File: src/rtl/branch_pc_unit.sv
`default_nettype none
// ============================================================================
// Module   : branch_pc_unit
// Brief    : PC sequencing and taken-branch redirect with wrong-path flush
//            and a saturating taken-branch counter.
// Revision : 1.0 - initial release
// ============================================================================
module branch_pc_unit #(
    parameter int ADDR_W      = 32,
    parameter int PC_STEP     = 4,
    parameter int RESET_PC    = 0,
    parameter int FLUSH_DEPTH = 2
) (
    input  logic              clk,
    input  logic              rst,
    input  logic              freeze,
    input  logic              brCond,
    input  logic [ADDR_W-1:0] brTarget,
    output logic [ADDR_W-1:0] pc,
    output logic              ifValid,
    output logic              flush,
    output logic              alignErr,
    output logic [15:0]       brTakenCnt
);

    localparam logic [0:0] S_RUN   = 1'b0;
    localparam logic [0:0] S_FLUSH = 1'b1;

    localparam logic [ADDR_W-1:0] c_STEP       = ADDR_W'(PC_STEP);
    localparam logic [ADDR_W-1:0] c_ALIGN_MASK = ADDR_W'(PC_STEP - 1);
    localparam logic [ADDR_W-1:0] c_RESET_PC   = ADDR_W'(RESET_PC);
    localparam logic [2:0]        c_FLUSH_INIT = 3'(FLUSH_DEPTH - 1);
    localparam logic [15:0]       c_CNT_MAX    = 16'hFFFF;

    logic [0:0]        r_state;
    logic [2:0]        r_flushCnt;
    logic [ADDR_W-1:0] r_pc;
    logic              r_ifValid;
    logic              r_flush;
    logic              r_alignErr;
    logic [15:0]       r_brTakenCnt;

    logic [ADDR_W-1:0] w_pcNext;
    logic [ADDR_W-1:0] w_targetAligned;
    logic              w_misaligned;

    // Sequential wrap past the top of the address space is intentional.
    assign w_pcNext        = r_pc + c_STEP;
    assign w_targetAligned = brTarget & ~c_ALIGN_MASK;
    assign w_misaligned    = |(brTarget & c_ALIGN_MASK);

    always_ff @(posedge clk) begin
        if (rst) begin
            r_state      <= S_RUN;
            r_flushCnt   <= 3'd0;
            r_pc         <= c_RESET_PC;
            r_ifValid    <= 1'b0;
            r_flush      <= 1'b0;
            r_alignErr   <= 1'b0;
            r_brTakenCnt <= 16'd0;
        end else begin
            r_alignErr <= 1'b0;
            if (r_state == S_RUN) begin
                // A taken branch redirects even while the pipeline is frozen.
                if (brCond) begin
                    r_pc       <= w_targetAligned;
                    r_alignErr <= w_misaligned;
                    r_flush    <= 1'b1;
                    r_ifValid  <= 1'b0;
                    r_flushCnt <= c_FLUSH_INIT;
                    r_state    <= S_FLUSH;
                    if (r_brTakenCnt != c_CNT_MAX) begin
                        r_brTakenCnt <= r_brTakenCnt + 16'd1;
                    end
                end else begin
                    r_flush   <= 1'b0;
                    r_ifValid <= 1'b1;
                    if (!freeze) begin
                        r_pc <= w_pcNext;
                    end
                end
            end else begin
                // brCond here belongs to a squashed instruction and is ignored.
                if (!freeze) begin
                    r_pc <= w_pcNext;
                    if (r_flushCnt == 3'd0) begin
                        r_state   <= S_RUN;
                        r_flush   <= 1'b0;
                        r_ifValid <= 1'b1;
                    end else begin
                        r_flushCnt <= r_flushCnt - 3'd1;
                    end
                end
            end
        end
    end

    assign pc         = r_pc;
    assign ifValid    = r_ifValid;
    assign flush      = r_flush;
    assign alignErr   = r_alignErr;
    assign brTakenCnt = r_brTakenCnt;

endmodule
`default_nettype wire
File: config.mk
export PLATFORM = sky130hd
export DESIGN_NAME = branch_pc_unit
export DESIGN_NICKNAME = d
export VERILOG_FILES = /design/src/rtl/branch_pc_unit.sv
export SDC_FILE = /design/constraint.sdc
export NUM_CORES = 1
export LEC_CHECK = 0
export ABC_AREA = 1
export BUFFER_PORTS_ARGS = -buffer_cell sky130_fd_sc_hd__buf_2
export CAP_MARGIN = 20
export CORE_MARGIN = 2
export CORE_UTILIZATION = 40
export DETAILED_ROUTE_END_ITERATION = 7
export PLACE_DENSITY_LB_ADDON = 0.1
export SYNTH_ARGS = -nofsm -noshare
export SYNTH_HDL_FRONTEND = slang
export SYNTH_SLANG_ARGS = --single-unit
File: constraint.sdc
create_clock -name clk -period 2.09 [get_ports clk]
set_input_delay 0.1045 -clock clk [delete_from_list [all_inputs] [get_ports clk]]
set_output_delay 0.1045 -clock clk [all_outputs]
set_load 0.05 [all_outputs]
# --- Word level (Yosys, flattened, before mapping) ---
# Index checks and enable logic that the tools add are counted.
classes:
  eq_ne: 4
  mux: 18
  n_addsub: 3
  reduce_logical: 7
  n_bitwise: 2
op_table:
  columns: ["operator", "n"]
  rows:
  - ["32-bit 2-to-1 mux", 3]
  - ["32-bit by 3-bit adder with 32-bit output, second input constant", 1]
  - ["16-bit by 1-bit adder with 16-bit output, second input constant", 1]
  - ["16-bit inequality test, second input constant", 1]
  - ["3-bit 2-to-1 mux", 4]
  - ["1-bit 2-to-1 mux", 11]
  - ["3-bit AND reduction", 2]
  - ["2-bit inequality test, second input constant", 2]
  - ["3-bit zero test", 1]
  - ["3-bit OR reduction", 1]
  - ["3-bit by 1-bit subtractor with 3-bit output, second input constant", 1]
  - ["2-bit by 1-bit inequality test with 1-bit output, second input constant", 1]
  - ["1-bit NOT", 2]
  - ["2-bit AND reduction", 1]
  - ["2-bit nonzero test", 1]
  - ["2-bit OR reduction", 1]
totals:
  in_bits: 36
  elab_cells: 41
  regBits: 55
  output_inout_bits: 51

# --- Logic depth before layout (Yosys ltp) ---
logic_depth:
  word_depth: 4
  mapped_depth: 12
  mapped_depth_nobuf: 12

# --- Worst setup path before layout ---
# Ideal clock, no wire load.
synth_timing:
  kind: "reg-to-reg"
  from: "register r_pc[2], in the netlist pc[2]"
  to: "register r_pc[24], in the netlist pc[24]"
  n_path_buf: 0
  arrival_time_ns: 1.801
  path_slack_ns: 0.180
  synth_period_minus_slack_ns: 1.910
  setup_time_ns: 0.109
  stages_incl_launch_ff: 13
  cell_sequence: "dfxtp_1 > ha_1 > inv_1 > nor2_1 > nand2_1 > inv_1 > nand2_1 > nor2_4 > nand2_1 > nand2_1 > nand3_1 > nand2_1 > inv_1"
synth_via:
  elab_chain_len: 4
synth_rtl:
  columns: ["element", "line", "text"]
  rows:
  - ["start, declared", "37", "logic [ADDR_W-1:0] r_pc;"]
  - ["start signal, assigned", "56", "r_pc <= c_RESET_PC;"]
  - ["start signal, assigned", "66", "r_pc <= w_targetAligned;"]
  - ["start signal, assigned", "79", "r_pc <= w_pcNext;"]
  - ["32-bit by 3-bit adder with 32-bit output (*)", "48", "assign w_pcNext = r_pc + c_STEP;"]
  - ["32-bit 2-to-1 mux (*)", "78, 84", null]
  - ["32-bit 2-to-1 mux", "65", "if (brCond) begin"]
  - ["32-bit 2-to-1 mux (*)", "63", "if (r_state == S_RUN) begin"]
# Every way passes the cells marked *; elsewhere a longest branch is shown, timed or not.
# A chain may end at the register's enable or synchronous reset.

# --- Worst setup path in the final report ---
layout_timing:
  from: "register r_state"
  to: "register r_alignErr, in the netlist alignErr"
layout_via:
  elab_chain_len: 1
layout_rtl:
  columns: ["element", "line", "text"]
  rows:
  - ["start, declared", "35", "logic [0:0] r_state;"]
  - ["start signal, assigned", "54", "r_state <= S_RUN;"]
  - ["start signal, assigned", "71", "r_state <= S_FLUSH;"]
  - ["start signal, assigned", "87", "r_state <= S_RUN;"]
  - ["3-bit OR reduction (no line)", null, null]
  - ["end signal, assigned", "67", "r_alignErr <= w_misaligned;"]
  - ["end, declared", "40", "logic r_alignErr;"]
# Every way passes these cells.

==> results.toml <==
[synth]
yosysSeqAreaShare = 0.342
synth_top_area_cell = "dfxtp_1"
synth_area_sq_um = 3100
synth_cell_types = 35
synth-seq-cells = 53
syn_inst = 486
yosys_warnings = 0
synth_area_per_cell_sq_um = 6.38
synthTopCellsByArea = "dfxtp_1 (34%), nand2_1 (19%), nand3_1 (6.8%)"
synth_top_cell_area_share = 0.342

[worst_setup_path]
critPathMaxFanout = 19
crit_arrival_ns = 2.05
required_ns = 2.30
cp-end-kind = "register"
r2r-start = "r_state"
reg2reg_depth = 7
crit_start = "r_state"
crit_type = "register to register"
reg2reg_slack_ns = 0.26
start_kind = "register"
regToRegEndpoint = "alignErr"

[finish]
antenna_cells = 0
drive_above_1_share = 0.211
finish.utilization = 0.519
area_delta_synth_final_pct = 27.4
final_cell_count_no_fill = 699
nets = 636

[timing]
max_freq_ghz = 0.545
relSlewSlack = 0.664
hold_slack_ns = 0.0324
setup_viol = 0
setup-tns-final_ns = 0
rsz0062_at_grt = "false"
fin_crit_sh = 0.878
tightestPinTransition_ns = 0.502
skew_ns = 0.0146
fin_ws_ns = 0.255
slew_violations = 0
final_hold_viol_count = 0
period_needed_ns = 1.83

[drt]
vias_per_cell = 4.81
antenna_left = 0
drt_iter0_markers = 96
dr.pass1.iters = 4
vias = 3362
wl_per_cell_um = 12.7
drc = 0
wl_um = 8840

[global_routing]
grt_usage = 0.218
grt_pass1_wl_um = 15000
grt_overflow = 0
grt_pass1_vias = 3270
grt_max_degree = 20
antenna_found_initial = 0

[placement]
dp_cells = 669
post-dp-hpwl_um = 6590
place_ws_ns = 0.302
port_buffers = 84
gp_congestion = 0.863

[power_and_ir_drop]
peakVddDrop_mv = 0.314
pwr-share-clk = 0.279
power_density_nw_per_um2 = 590
power_frac_comb = 0.232
p_leak_nw = 1.80
internal_power_mw = 1.48
netSwitchingFraction = 0.364
netSwitchingPower_mw = 0.848
seq_power_share = 0.489

[clock_tree]
tritoncts = "built"
path_clk_slew_ns = 0.12
clockBufferDepth = 2
cts_setup_buffers = 0
cts-root-buf = "clkbuf_8"
cts_sinks = 53
cts_max_level = 2
cts_buffers = 5
insertion_delay_ns = 0.33

[die]
die_area_sq_um = 8470
rows = 32
initial_utilization = 0.407
die_w_um = 92.0
fp.dieH_um = 92.0
ios = 87
core-area_sq_um = 7610

[hold_path]
min-delay-start = "brTarget[22]"
hold_end = "pc[22]"
hold_depth = 3
hp-class = "input port to register"

[outcome]
outcome = "finished, final reports clean"

[job]
max_cap_violations = 0
how the worst max path moves through the flow:
stage,end,cells after the start
final,alignErr,7
after floorplan,pc[24],12
after detailed placement,pc[26],12
after global placement,pc[26],12
after global routing,pc[26],12
after CTS,pc[26],12
cell families after synthesis:
family,share of synthesized area
AO/OA/AOI/OAI,0.121
XOR/XNOR,0.0396
adder cells (fa/ha/maj),0.0161
buffers and inverters,0.0937
flip-flops,0.342
other,0.00121
AND/OR/NAND/NOR,0.386
layer usage:
layer | share of wire | track usage | up-vias
li1 | - | - | 1752
met1 | 0.45 | 0.277 | 1519
met2 | 0.49 | 0.381 | 79
met3 | 0.043 | 0.0329 | 12
met4 | 0.016 | 0.0634 | 0
met5 | 0 | 0 | -
cells in the final DEF, fill, tap and decap left out, types with 2 or more instances in the layout:
| master | n |
|---|---|
| ha_1 | 4 |
| dlygate4sd3_1 | 22 |
| nand3_1 | 42 |
| nor2_4 | 3 |
| nand2_1 | 161 |
| a21oi_2 | 10 |
| buf_2 | 84 |
| inv_2 | 2 |
| xnor2_1 | 7 |
| clkbuf_8 | 5 |
| buf_4 | 8 |
| nor2_2 | 4 |
| nor2_1 | 54 |
| o21ai_0 | 24 |
| nand2_2 | 3 |
| a21oi_1 | 18 |
| conb_1 | 2 |
| nor3_1 | 4 |
| xor2_1 | 7 |
| nand4_1 | 8 |
| o21ai_1 | 3 |
| inv_1 | 54 |
| inv_6 | 2 |
| o21a_1 | 2 |
| dfxtp_1 | 53 |
per-stage QoR:
stage / total power, mW / area, sq um
2_1_floorplan: 1.52 / 3100
3_3_place_gp: 1.67 / 3630
3_5_place_dp: 1.67 / 3630
4_1_cts: 2.35 / 3950
5_1_grt: 2.44 / 3950
6_report: 2.33 / 3950
cell usage after synthesis (all sizes together):
master,n
nand4,8
xor2,7
o21ai,28
a31o,1
or2,1
a31oi,1
nand3,42
inv,56
xnor2,7
buf,11
ha,4
a32o,1
nand2,165
o22ai,1
nor2,61
clkinv,1
a21oi,28
nor3b,1
nor3,4
conb,1
clkbuf,1
dfxtp,53
o21a,2
and3,1
state kept, by name (all words and copies together), names as in the netlist:
name,count
pc,30
r_flushCnt,3
brTakenCnt,16
flush,1
alignErr,1
r_state,1
ifValid,1
worst max-delay path, stage by stage, from the launching register on:
cell and delay, ns:
dfxtp_1 0.37, inv_1 0.05, nand2_1 0.10, buf_4 0.25, nor2_1 0.08, buf_4 0.19
o21a_1 0.12, dlygate4sd3_1 0.55
power by group through the flow:
stage / combinational [mW] / clock, mW / sequential [mW]
floorplan: 0.186 / 0 / 1.34
global placement: 0.506 / 0 / 1.16
detailed placement: 0.511 / 0 / 1.16
CTS: 0.544 / 0.668 / 1.14
global route: 0.589 / 0.699 / 1.15
finish: 0.541 / 0.651 / 1.14
layout make-up:
| type | instances | area (sq um) |
|---|---|---|
| fill | 801 | 3660 |
| multi-input combinational | 365 | 1750 |
| sequential | 53 | 1060 |
| timing repair buffer | 114 | 701 |
| inverter | 57 | 214 |
| tap | 102 | 128 |
| clock buffer | 5 | 68.8 |
| clock inverter | 3 | 25.0 |
timing repair:
action                                  in CTS  in global routing
hold buffers                                22                  0
resized for setup                            0                  0
endpoints found under the setup margin       0                  0
hold endpoints to repair                    21                  0
Power figures use the tool's default switching activity.
